File: src/rtl/es_alu_sequencer.sv
// ---------------------------------------------------------------------------
// es_alu_sequencer
//
// Runs one ALU operation on the two top expression-stack entries. It then
// drives the stack through pop, pop, push so that the two operands are
// replaced by the result.
//
// Ports
//   clk      in   rising-edge clock
//   reset    in   synchronous active-high reset
//   start    in   request an operation (sampled only while idle)
//   aluOp    in   [2:0] operation code, captured with start
//   tosRega  in   [WIDTH-1:0] top of stack (operand A)
//   tosRegb  in   [WIDTH-1:0] next on stack (operand B)
//   busy     out  high whenever an operation is in flight
//   done     out  one-cycle pulse together with the result push
//   result   out  [WIDTH-1:0] last result, held until the next one
//   zero     out  high when result == 0
//   ESAct    out  stack action enable
//   ESOp     out  [1:0] stack op: 00 push, 01 pop
//   pushSrc  out  [2:0] PUSH_SRC_ALU during the push, else 0
//
// Result = opB op opA, modulo 2^WIDTH.
//   000 add      001 sub (B-A)   010 and      011 or
//   100 xor      101 B<<A[3:0]   110 B>>A[3:0] 111 mul (low WIDTH bits)
//
// Multiply is a shift-add loop that stays in EXEC for WIDTH cycles. Every
// other op leaves EXEC after one cycle. All outputs are registers.
// ---------------------------------------------------------------------------
module es_alu_sequencer #(
    parameter int         WIDTH        = 16,
    parameter logic [2:0] PUSH_SRC_ALU = 3'd5
) (
    input  logic             clk,
    input  logic             reset,
    input  logic             start,
    input  logic [2:0]       aluOp,
    input  logic [WIDTH-1:0] tosRega,
    input  logic [WIDTH-1:0] tosRegb,
    output logic             busy,
    output logic             done,
    output logic [WIDTH-1:0] result,
    output logic             zero,
    output logic             ESAct,
    output logic [1:0]       ESOp,
    output logic [2:0]       pushSrc
);

    localparam int CW = (WIDTH > 1) ? $clog2(WIDTH) : 1;
    localparam logic [CW-1:0] MUL_LAST = CW'(WIDTH - 1);
    localparam logic [2:0] OP_MUL = 3'b111;

    typedef enum logic [2:0] {
        IDLE,
        EXEC,
        POP_A,
        POP_B,
        PUSH
    } state_t;

    state_t           state_reg;
    logic [2:0]       op_reg;
    logic [WIDTH-1:0] op_a_reg;
    logic [WIDTH-1:0] op_b_reg;

    // Shift-add multiplier working registers.
    logic [WIDTH-1:0] acc_reg;
    logic [WIDTH-1:0] mcand_reg;
    logic [WIDTH-1:0] mplier_reg;
    logic [CW-1:0]    cnt_reg;

    logic [WIDTH-1:0] result_reg;
    logic             zero_reg;
    logic             busy_reg;
    logic             done_reg;
    logic             es_act_reg;
    logic [1:0]       es_op_reg;
    logic [2:0]       push_src_reg;

    logic [WIDTH-1:0] single_res;
    logic [WIDTH-1:0] mul_step;

    // Single-cycle ops, computed from the captured operands only.
    always_comb begin
        single_res = '0;
        case (op_reg)
            3'b000:  single_res = op_b_reg + op_a_reg;
            3'b001:  single_res = op_b_reg - op_a_reg;
            3'b010:  single_res = op_b_reg & op_a_reg;
            3'b011:  single_res = op_b_reg | op_a_reg;
            3'b100:  single_res = op_b_reg ^ op_a_reg;
            3'b101:  single_res = op_b_reg << op_a_reg[3:0];
            3'b110:  single_res = op_b_reg >> op_a_reg[3:0];
            default: single_res = '0;
        endcase
    end

    // Accumulator value after the current multiplier bit has been added.
    // On the last step this is already the final product.
    assign mul_step = acc_reg + (mplier_reg[0] ? mcand_reg : '0);

    always_ff @(posedge clk) begin
        if (reset) begin
            state_reg    <= IDLE;
            op_reg       <= '0;
            op_a_reg     <= '0;
            op_b_reg     <= '0;
            acc_reg      <= '0;
            mcand_reg    <= '0;
            mplier_reg   <= '0;
            cnt_reg      <= '0;
            result_reg   <= '0;
            zero_reg     <= 1'b1;
            busy_reg     <= 1'b0;
            done_reg     <= 1'b0;
            es_act_reg   <= 1'b0;
            es_op_reg    <= 2'b00;
            push_src_reg <= 3'd0;
        end else begin
            case (state_reg)
                IDLE: begin
                    if (start) begin
                        op_reg     <= aluOp;
                        op_a_reg   <= tosRega;
                        op_b_reg   <= tosRegb;
                        acc_reg    <= '0;
                        mcand_reg  <= tosRegb;
                        mplier_reg <= tosRega;
                        cnt_reg    <= '0;
                        busy_reg   <= 1'b1;
                        state_reg  <= EXEC;
                    end
                end

                EXEC: begin
                    if (op_reg == OP_MUL) begin
                        acc_reg    <= mul_step;
                        mcand_reg  <= mcand_reg << 1;
                        mplier_reg <= mplier_reg >> 1;
                        cnt_reg    <= cnt_reg + CW'(1);
                        // Only the final product is published; partial
                        // sums stay internal.
                        if (cnt_reg == MUL_LAST) begin
                            result_reg <= mul_step;
                            zero_reg   <= (mul_step == '0);
                            es_act_reg <= 1'b1;
                            es_op_reg  <= 2'b01;
                            state_reg  <= POP_A;
                        end
                    end else begin
                        result_reg <= single_res;
                        zero_reg   <= (single_res == '0);
                        es_act_reg <= 1'b1;
                        es_op_reg  <= 2'b01;
                        state_reg  <= POP_A;
                    end
                end

                POP_A: begin
                    state_reg <= POP_B;
                end

                POP_B: begin
                    es_op_reg    <= 2'b00;
                    push_src_reg <= PUSH_SRC_ALU;
                    done_reg     <= 1'b1;
                    state_reg    <= PUSH;
                end

                PUSH: begin
                    // start seen here is dropped. It is accepted again
                    // on the next cycle, once the FSM is back in IDLE.
                    busy_reg     <= 1'b0;
                    done_reg     <= 1'b0;
                    es_act_reg   <= 1'b0;
                    push_src_reg <= 3'd0;
                    state_reg    <= IDLE;
                end

                default: begin
                    busy_reg     <= 1'b0;
                    done_reg     <= 1'b0;
                    es_act_reg   <= 1'b0;
                    es_op_reg    <= 2'b00;
                    push_src_reg <= 3'd0;
                    state_reg    <= IDLE;
                end
            endcase
        end
    end

    assign busy    = busy_reg;
    assign done    = done_reg;
    assign result  = result_reg;
    assign zero    = zero_reg;
    assign ESAct   = es_act_reg;
    assign ESOp    = es_op_reg;
    assign pushSrc = push_src_reg;

endmodule

File: config.mk
export PLATFORM = sky130hd
export DESIGN_NAME = es_alu_sequencer
export DESIGN_NICKNAME = d
export VERILOG_FILES = /design/src/rtl/es_alu_sequencer.sv
export SDC_FILE = /design/constraint.sdc
export NUM_CORES = 1
export LEC_CHECK = 0
export BUFFER_PORTS_ARGS = -buffer_cell sky130_fd_sc_hd__buf_2
export CORE_AREA = 2 2 118 120
export CTS_CLUSTER_SIZE = 12
export DETAILED_ROUTE_END_ITERATION = 10
export DIE_AREA = 0 0 120 122
export GPL_ROUTABILITY_DRIVEN = 1
export HOLD_SLACK_MARGIN = 0.03
export PLACE_DENSITY = 0.83
export SLEW_MARGIN = 20
export SYNTH_ARGS = -nofsm -noshare
export SYNTH_HDL_FRONTEND = slang
export SYNTH_SLANG_ARGS = --single-unit
export TNS_END_PERCENT = 50
File: constraint.sdc
create_clock -name clk -period 9.5 [get_ports clk]
set_input_delay 1.425 -clock clk [delete_from_list [all_inputs] [get_ports clk]]
set_output_delay 1.425 -clock clk [all_outputs]
set_load 0.01 [all_outputs]
==> results.py, run 1 <==
metrics = {
    "place": {
        "place_hpwl_microns": 20420,
        "io_buffers": 60,
        "place_inst": 1272,
        "gp_congestion": 1.047,
        "dpl-instance-area_sq_um": 8800,
        "place_worst_setup_slack_ns": 4.880,
    },
    "routing": {
        "drtAntennaViolNets": 0,
        "viasPerCell": 6.590,
        "dr.pass1.iters": 6,
        "vias": 8488,
        "drtIter0Drc": 1025,
        "drcViolationCount": 0,
        "finalWirelength_microns": 28310,
        "wire_per_inst_microns": 21.98,
    },
    "logic_synthesis": {
        "synth_edf_count": 0,
        "ys_seq_elements": 111,
        "synth_cells": 1103,
        "synthSimpleGateAreaFrac_pct": 23.53,
        "synth_mux_area_share_pct": 8.698,
        "ys_types": 78,
        "synth-async-reset-ratio_pct": 0,
        "synth_warnings": 0,
        "syn_avg_cell_area_sq_um": 7.747,
        "synthAdderAreaFrac_pct": 9.987,
        "synth_compound_area_share_pct": 21.79,
        "synth-xor-area-share_pct": 3.793,
        "synth-main-ff-cell": "dfxtp_1",
        "seq_area_frac_synth_pct": 26.01,
        "synth_top_family_by_area": "simple AND/OR/NAND/NOR gates",
        "syn_area_sq_um": 8544,
    },
    "worst_setup_path": {
        "r2r_start": "op_reg[2]",
        "worstPathMaxFanout": 21,
        "cp_data_arrival_time_ns": 5.14,
        "startpoint_type": "flip-flop",
        "critPathCaptureType": "flip-flop",
        "cp.required_ns": 9.79,
        "reg2reg_slack_ns": 4.65,
        "r2r_end": "zero",
        "worstRegToRegCells": 14,
        "worstSetupPathType": "reg -> reg",
    },
    "cells_and_area": {
        "antenna_cells": 0,
        "fin_nets": 1208,
        "layout_common_cells": "nand2_1 (185), dfxtp_1 (109), nor2_1 (89)",
        "drive_gt1_share_pct": 11.28,
        "final_util_pct": 67.54,
        "final_common_cell": "nand2_1",
        "area_growth_pct": 6.751,
        "n_fill_cell": 1196,
        "final_cells": 1288,
        "fin_area_sq_um": 9121,
    },
    "timing": {
        "setup_viol": 0,
        "rsz0062_at_grt": "no",
        "post-route-period-util_pct": 51.04,
        "clock_skew_ns": 0.01225,
        "tns_ns": 0,
        "final.setup.worst_slack_ns": 4.651,
        "max_freq_mhz": 206.2,
        "slew_headroom_pct": 41.03,
        "fin_crit_ns": 4.849,
        "hold_viol": 0,
        "worst_slew_pin_slew_ns": 0.8824,
        "slew_violations": 0,
        "hold_ws_ns": 0.4571,
    },
    "power": {
        "vdd_drop_max_uv": 133.1,
        "power_mw": 1.666,
        "power_density_nw_per_um2": 182.6,
        "power.leakage_nw": 3.554,
    },
    "clocking": {
        "cts_setup_buffers": 0,
        "numCtsBuffers": 9,
        "cts_tree": "built",
        "clk_transition_reported_paths_ns": 0.08,
        "max-clock-path-buffers": 2,
        "cts_sinks": 111,
        "cts_hold_buf": 0,
        "cts_repair_resize_count": 0,
        "cts-root-buf": "clkbuf_16",
        "clk_latency_ns": 0.36,
        "htree_levels": 3,
    },
    "die": {
        "core_area_sq_um": 13500,
        "dieArea_sq_um": 14640,
        "die_w_microns": 120,
        "die_h_microns": 122,
        "ios": 63,
        "initial_core_util_pct": 63.27,
        "rows": 43,
    },
    "job": {
        "maxCapViolCount": 0,
    },
    "global_route": {
        "grt_overflow": 0,
        "first_global_vias": 7948,
        "track_usage_pct": 38.92,
        "grt_pass1_wl_microns": 44040,
        "grt_start_max_net_pins": 113,
        "antenna_found_initial": 0,
    },
    "hold_path": {
        "min_path_type": "reg -> reg",
        "hold_path_end": "mplier_reg[15]",
        "min_from": "mplier_reg[15]",
        "whs_path_depth": 2,
    },
    "outcome": {
        "outcome": "complete, no violations",
    },
}
## synth_stat cells, drive strengths merged, types with 6 or more instances
library cell    n  area [sq um]
clkbuf         59         221.5
nand4           8         56.30
mux2           10         112.6
a22oi           6         45.04
o21a           10         75.07
a31oi          37         231.5
mux4           21         480.5
buf            25         150.1
xor2           11         96.34
nor2b          10         62.56
and2           24         150.1
inv            41         153.9
nor2           90         337.8
a21o            7         52.55
nor4           10         68.81
nand2         185         694.4
nand2b          9         56.30
o211ai         11         82.58
xnor2          26         227.7
mux2i          15         150.1
o22ai           6         37.54
or3             6         37.54
a21oi          84         420.4
ha             65         813.3
nand3          22         110.1
nor3           30         155.1
nor3b           7         52.55
a211oi         30         225.2
o21ai          42         210.2
dfxtp         111          2222
## layer usage
layer | track usage [%] | up-vias | routed length, microns
li1 | - | 3964 | -
met4 | 18.38 | 0 | 1377
met2 | 59.52 | 470 | 12310
met1 | 53.11 | 3967 | 11700
met5 | 0 | - | 0
met3 | 7.303 | 87 | 2917
## how the worst max path moves through the flow
stage / start / end / slack (ns) / cells after the start
global placement: op_reg[2] / zero / 4.97 / 14
floorplan: op_a_reg[1] / zero / 5.14 / 19
detailed placement: op_reg[2] / zero / 4.88 / 14
CTS: op_reg[2] / zero / 4.79 / 14
global route: op_reg[2] / zero / 4.32 / 14
finish: op_reg[2] / zero / 4.65 / 14
## area by class of cell
class	count	area, sq um	area share (%)
clock buffer	11	252.7	2.771
clock inverter	5	63.81	0.6996
tap	180	225.2	2.469
multi-input combinational	868	5804	63.64
sequential	111	2225	24.39
timing repair buffer	72	396.6	4.348
inverter	41	153.9	1.687
## power by group
part / internal, mW / switching (mW)
Sequential: 0.511 / 0.0693
Combinational: 0.268 / 0.409
Clock: 0.222 / 0.186
Total: 1.00 / 0.664
## critical path: stages (launching register included)
cell      delay, ns
dfxtp_1        0.53
nor2_1         0.70
nand2_1        0.36
o21ai_0        0.41
inv_1          0.08
ha_1           0.28
nor2b_1        0.18
o31a_1         0.26
a211oi_1       0.10
or4b_4         0.53
or3_1          0.40
nor4_2         0.26
nand4_1        0.14
or4_1          0.41
a31oi_1        0.13
## cells by family after synthesis
group | Yosys count
compound gates | 287
xor+xnor | 37
fa+ha+maj | 67
buf+inv | 125
flops | 111
mux | 46
other cells | 1
simple gates | 429
(Power assumes the default switching activity.)
==> run 2, diff against run 1 <==
--- a/config.mk
+++ b/config.mk
@@ -5,14 +5,15 @@
 export SDC_FILE = /design/constraint.sdc
 export NUM_CORES = 1
 export LEC_CHECK = 0
+export ABC_AREA = 1
 export BUFFER_PORTS_ARGS = -buffer_cell sky130_fd_sc_hd__buf_2
-export CORE_AREA = 2 2 118 120
+export CORE_AREA = 2 2 128 130
 export CTS_CLUSTER_SIZE = 12
 export DETAILED_ROUTE_END_ITERATION = 10
-export DIE_AREA = 0 0 120 122
+export DIE_AREA = 0 0 130 132
 export GPL_ROUTABILITY_DRIVEN = 1
 export HOLD_SLACK_MARGIN = 0.03
-export PLACE_DENSITY = 0.83
+export PLACE_DENSITY = 0.76
 export SLEW_MARGIN = 20
 export SYNTH_ARGS = -nofsm -noshare
 export SYNTH_HDL_FRONTEND = slang
==> constraint.sdc (replaced) <==
create_clock -name clk -period 4.1 [get_ports clk]
set_input_delay 0.615 -clock clk [delete_from_list [all_inputs] [get_ports clk]]
set_output_delay 0.615 -clock clk [all_outputs]
set_load 0.01 [all_outputs]
==> results.py, run 2 <==
metrics = {
    "worst_setup_path": {
        "cp.required_ns": 4.36,
        "cp_data_arrival_time_ns": 3.91,
        "startpoint_type": "flip-flop",
        "r2r_end": "result[15]",
        "critPathCaptureType": "flip-flop",
        "worstSetupPathType": "reg -> reg",
        "r2r_start": "op_a_reg[0]",
        "worstPathMaxFanout": 19,
        "reg2reg_slack_ns": 0.45,
        "worstRegToRegCells": 25,
    },
    "timing": {
        "rsz0062_at_grt": "no",
        "post-route-period-util_pct": 88.98,
        "hold_viol": 0,
        "max_freq_mhz": 274.1,
        "setup_viol": 0,
        "fin_crit_ns": 3.648,
        "slew_violations": 0,
        "worst_slew_pin_slew_ns": 0.9216,
        "clock_skew_ns": 0.01101,
        "slew_headroom_pct": 38.23,
        "tns_ns": 0,
    },
    "logic_synthesis": {
        "syn_avg_cell_area_sq_um": 6.098,
        "synth-main-ff-cell": "dfxtp_1",
        "synth_edf_count": 0,
        "synth_most_common_cell": "nand2_1",
        "post-synth-top-area-fraction_pct": 25.55,
        "synth_area_leaders": "dfxtp_1 (26%), nand2_1 (20%), ha_1 (9.4%), nand3_1 (9.3%), inv_1 (6.6%)",
        "synth_area_leader_cell": "dfxtp_1",
        "seq_area_frac_synth_pct": 25.55,
        "syn_area_sq_um": 8696,
        "synth_warnings": 0,
        "synth-async-reset-ratio_pct": 0,
        "ys_types": 48,
        "ys_seq_elements": 111,
        "synth_cells": 1426,
        "ys_top_cells_by_count": "nand2_1 (466), nand3_1 (162), inv_1 (152)",
    },
    "routing": {
        "drcViolationCount": 0,
        "drtIter0Drc": 829,
        "finalWirelength_microns": 27290,
        "vias": 9475,
        "dr.pass1.iters": 6,
        "viasPerCell": 5.663,
        "wire_per_inst_microns": 16.31,
        "drtAntennaViolNets": 0,
    },
    "global_route": {
        "met1_usage_pct": 44.83,
        "grt_pass1_wl_microns": 43860,
        "met3_usage_pct": 5.560,
        "grt_overflow": 0,
        "antenna_found_initial": 1,
        "track_usage_pct": 32.21,
        "grtUsageMet2_pct": 48.11,
        "grt.busiest_layer": "met2",
        "first_global_vias": 8574,
        "grt_start_max_net_pins": 77,
    },
    "cells_and_area": {
        "layout_common_cells": "nand2_1 (466), nand3_1 (162), inv_1 (152)",
        "fin_nets": 1556,
        "n_fill_cell": 1564,
        "final_util_pct": 59.64,
        "drive_gt1_share_pct": 8.310,
        "final_common_cell": "nand2_1",
        "final_cells": 1673,
        "fin_area_sq_um": 9370,
        "area_growth_pct": 7.755,
    },
    "place": {
        "place_inst": 1656,
        "place_hpwl_microns": 21410,
        "gp_congestion": 1.034,
        "io_buffers": 60,
        "dpl-instance-area_sq_um": 9056,
    },
    "clocking": {
        "numCtsBuffers": 9,
        "max-clock-path-buffers": 2,
        "htree_levels": 3,
        "clk_latency_ns": 0.37,
        "cts_tree": "built",
        "clk_transition_reported_paths_ns": 0.08,
        "cts-root-buf": "clkbuf_16",
        "cts_repair_resize_count": 0,
        "cts_sinks": 111,
        "cts_setup_buffers": 0,
        "cts_hold_buf": 0,
    },
    "power": {
        "power.leakage_nw": 4.641,
        "power_density_nw_per_um2": 384.7,
        "vdd_drop_max_uv": 370.3,
        "power_mw": 3.605,
    },
    "hold_path": {
        "hold_path_end": "busy",
        "min_path_type": "reg -> reg",
        "min_from": "busy",
        "whs_path_depth": 1,
    },
    "die": {
        "rows": 46,
        "dieArea_sq_um": 17160,
        "ios": 63,
        "core_area_sq_um": 15710,
        "initial_core_util_pct": 55.34,
        "die_h_microns": 132,
        "die_w_microns": 130,
    },
    "job": {
        "maxCapViolCount": 0,
    },
    "outcome": {
        "outcome": "complete, no violations",
    },
}
## run 2: changes by cell type in the layout (fill, tap and decap cells not counted), moves of 14 or more
cell / delta
nand2_1: +281
nand3_1: +140
inv_1: +113
a211oi_1: -27
xnor2_1: -24
and2_1: -22
nor2_1: +22
nor3_1: -21
mux4_2: -19
mux2i_1: -15
a21oi_1: +14
## run 2: logic make-up (layout without fill, tap and decap cells)
| logic type | after synthesis | after routing | synth area share (%) |
|---|---|---|---|
| adders and majority gates | 67 | 67 | 9.813 |
| and+or+nand+nor | 794 | 794 | 38.55 |
| buffers and inverters | 222 | 251 | 10.60 |
| xor gates and xnor gates | 22 | 22 | 2.216 |
| other | 1 | 3 | 0.04312 |
| AOI/OAI and AO/OA | 209 | 209 | 13.22 |
| DFF | 111 | 111 | 25.55 |
## run 2: worst max path at each step
stage | cells after the start | endpoint | slack [ns] | start
6_report | 25 | result[15] | 0.45 | op_a_reg[0]
5_1_grt | 25 | result[15] | 0.09 | op_a_reg[0]
4_1_cts | 25 | result[15] | 0.53 | op_a_reg[0]
3_5_place_dp | 25 | result[15] | 0.58 | op_a_reg[0]
3_3_place_gp | 25 | result[15] | 0.65 | op_a_reg[0]
2_1_floorplan | 27 | result[15] | 0.91 | op_a_reg[0]
## run 2: through the flow
stage | hold slack, ns | setup WS (ns)
after floorplan | 0.4452 | 0.9078
after global placement | 0.4470 | 0.6526
after detailed placement | 0.4520 | 0.5849
after CTS | 0.4709 | 0.5286
after global routing | 0.4909 | 0.08700
final | 0.4684 | 0.4519
## run 2: layer usage
layer / part of all wire [%] / vias up / wire length, microns
met3: 8.4 / 98 / 2290
li1: - / 4672 / -
met2: 43 / 445 / 11720
met1: 44 / 4260 / 11970
met5: 0 / - / 0
met4: 4.8 / 0 / 1306
## run 2: final cells by class
type                       count  area, sq um  area share [%]
inverter                     162        610.6           6.516
antenna                        1        2.502         0.02671
clock buffer                   9        225.2           2.404
clock inverter                 7        86.33          0.9214
sequential                   111         2222           23.71
multi-input combinational   1094         5555           59.29
tap                          216        270.3           2.884
timing repair buffer          73        397.9           4.246
## run 2: worst max-delay path, cell delays in order (launching register included)
cell	delay (ns)
dfxtp_1	0.34
inv_4	0.23
ha_1	0.20
inv_1	0.05
nor3_1	0.13
inv_1	0.07
nor3_1	0.28
nand3_1	0.15
nor3_1	0.23
nor2_1	0.10
xor2_1	0.16
ha_1	0.38
nand2_1	0.13
inv_1	0.07
a21oi_1	0.22
inv_1	0.06
nand2_1	0.06
nand3_1	0.08
inv_1	0.06
nand2_1	0.04
nand3_1	0.08
nand2_1	0.08
a21oi_1	0.13
o21ai_1	0.09
nand2_1	0.07
inv_1	0.06
## run 2: power breakdown
part	total, mW	internal (mW)	switching, mW
Combinational	1.38	0.452	0.931
Sequential	1.28	1.17	0.114
Clock	0.939	0.489	0.450
==> run 3, diff against run 2 <==
--- a/config.mk
+++ b/config.mk
@@ -12,6 +12,7 @@
 export DETAILED_ROUTE_END_ITERATION = 10
 export DIE_AREA = 0 0 130 132
 export GPL_ROUTABILITY_DRIVEN = 1
+export GPL_TIMING_DRIVEN = 0
 export HOLD_SLACK_MARGIN = 0.03
 export PLACE_DENSITY = 0.76
 export SLEW_MARGIN = 20
==> results.py, run 3 (synthesized netlist as in run 2, its figures left out) <==
metrics = {
    "worst_setup_path": {
        "crit_family": "simple AND/OR/NAND/NOR gates",
        "slowest_delay_ns": 0.36,
        "cp_data_arrival_time_ns": 3.98,
        "cp_num_buf_inv": 8,
        "worstPathMaxFanout": 12,
        "cp.required_ns": 4.37,
        "startpoint_type": "flip-flop",
        "cp_slowest_cell": "dfxtp_1",
        "cpMostUsedCell": "nand2_1",
        "worstSetupPathType": "reg -> reg",
        "critPathCaptureType": "flip-flop",
    },
    "timing": {
        "setup_viol": 0,
        "clock_skew_ns": 0.01803,
        "hold_ws_ns": 0.4696,
        "worst_slew_pin_slew_ns": 0.7307,
        "post-route-period-util_pct": 90.48,
        "slew_headroom_pct": 51.29,
        "max_freq_mhz": 269.6,
        "fin_crit_ns": 3.710,
        "hold_viol": 0,
        "slew_violations": 0,
        "rsz0062_at_grt": "no",
        "tns_ns": 0,
        "final.setup.worst_slack_ns": 0.3904,
    },
    "routing": {
        "finalWirelength_microns": 29970,
        "drtIter0Drc": 1017,
        "drcViolationCount": 0,
        "drtAntennaViolNets": 0,
        "vias": 9772,
        "wire_per_inst_microns": 17.43,
        "dr.pass1.iters": 5,
        "viasPerCell": 5.685,
    },
    "die": {
        "dieArea_sq_um": 17160,
        "die_h_microns": 132,
        "initial_core_util_pct": 55.34,
        "core_area_sq_um": 15710,
        "die_w_microns": 130,
        "rows": 46,
        "ios": 63,
    },
    "power": {
        "power_density_nw_per_um2": 383.3,
        "vdd_drop_max_uv": 242.1,
        "power_mw": 3.681,
        "power.leakage_nw": 4.756,
    },
    "place": {
        "place_hpwl_microns": 23870,
        "dpl-instance-area_sq_um": 9270,
        "gp_congestion": 1.058,
        "place_worst_setup_slack_ns": 0.1713,
        "io_buffers": 60,
    },
    "cells_and_area": {
        "area_growth_pct": 10.45,
        "fin_area_sq_um": 9604,
        "drive_gt1_share_pct": 9.448,
        "antenna_cells": 0,
        "final_common_cell": "nand2_1",
        "layout_common_cells": "nand2_1 (466), nand3_1 (162), inv_1 (152)",
        "fin_nets": 1603,
    },
    "clocking": {
        "max-clock-path-buffers": 2,
        "clk_transition_reported_paths_ns": 0.09,
        "htree_levels": 3,
        "cts-root-buf": "clkbuf_16",
        "numCtsBuffers": 9,
        "cts_tree": "built",
        "clk_latency_ns": 0.37,
        "cts_hold_buf": 0,
        "cts_setup_buffers": 0,
        "cts_repair_resize_count": 0,
        "cts_sinks": 111,
    },
    "global_route": {
        "first_global_vias": 8756,
        "grt_pass1_wl_microns": 46590,
        "antenna_found_initial": 0,
        "grt_start_max_net_pins": 23,
        "track_usage_pct": 35.03,
        "grt_overflow": 0,
    },
    "hold_path": {
        "min_path_type": "reg -> reg",
    },
    "outcome": {
        "outcome": "complete, no violations",
    },
    "job": {
        "maxCapViolCount": 0,
    },
}
-- run 3: cell count changes in the layout (fill, tap and decap cells not counted), moves of 2 or more --
cell      change
clkbuf_1     +29
buf_6         +3
inv_8         +3
inv_6         -2
nor3_1        -2
buf_2        +14
nor3_2        +2
-- run 3: power by group --
group / switching (mW) / internal [mW] / total (mW)
combinational: 1.02 / 0.481 / 1.50
sequential: 0.107 / 1.17 / 1.28
clock: 0.469 / 0.440 / 0.909
-- run 3: path summary, 6_finish.rpt --
kind              slack [ns]  cells past startpoint        start      end
hold reg to reg         0.47                      2      ESOp[0]  ESOp[0]
setup reg to reg        0.39                     29  op_a_reg[0]     zero
setup / recovery        0.39                     29  op_a_reg[0]     zero
hold / removal          0.47                      2      ESOp[0]  ESOp[0]
-- run 3: routing by layer --
layer / wire length [microns] / GRT usage [%] / vias up / part of all wire [%]
met4: 1468 / 15.17 / 0 / 4.9
met1: 12720 / 48.96 / 4428 / 42
met3: 2896 / 5.722 / 78 / 9.7
met5: 0 / 0 / - / 0
li1: - / - / 4774 / -
met2: 12880 / 53.05 / 492 / 43
-- run 3: stage by stage --
stage                     util [%]  cells
after floorplan                  -   1427
after global placement       59.00   1703
after detailed placement     59.00   1703
after CTS                    60.94   1719
after global routing         61.12   1719
final                        61.12   1719
-- run 3: area by class of cell --
| class | instances | area (sq um) |
|---|---|---|
| well taps | 216 | 270.3 |
| repair buffers | 60 | 300.3 |
| fillers | 1557 | 6108 |
| clock inverters | 7 | 80.08 |
| plain buffers | 60 | 314.1 |
| flip-flops and latches | 111 | 2222 |
| multi-input cells | 1094 | 5582 |
| clock buffers | 9 | 225.2 |
| inverters | 162 | 610.6 |
-- run 3: worst register-to-register path, delay by kind of cell (launching register included) --
family | cells | cell delay (ns)
AND/OR/NAND/NOR | 16 | 1.51
XOR/XNOR | 1 | 0.16
buffers and inverters | 8 | 0.78
AO/OA/AOI/OAI | 2 | 0.30
flip-flops | 1 | 0.36
adder cells (fa/ha/maj) | 2 | 0.52
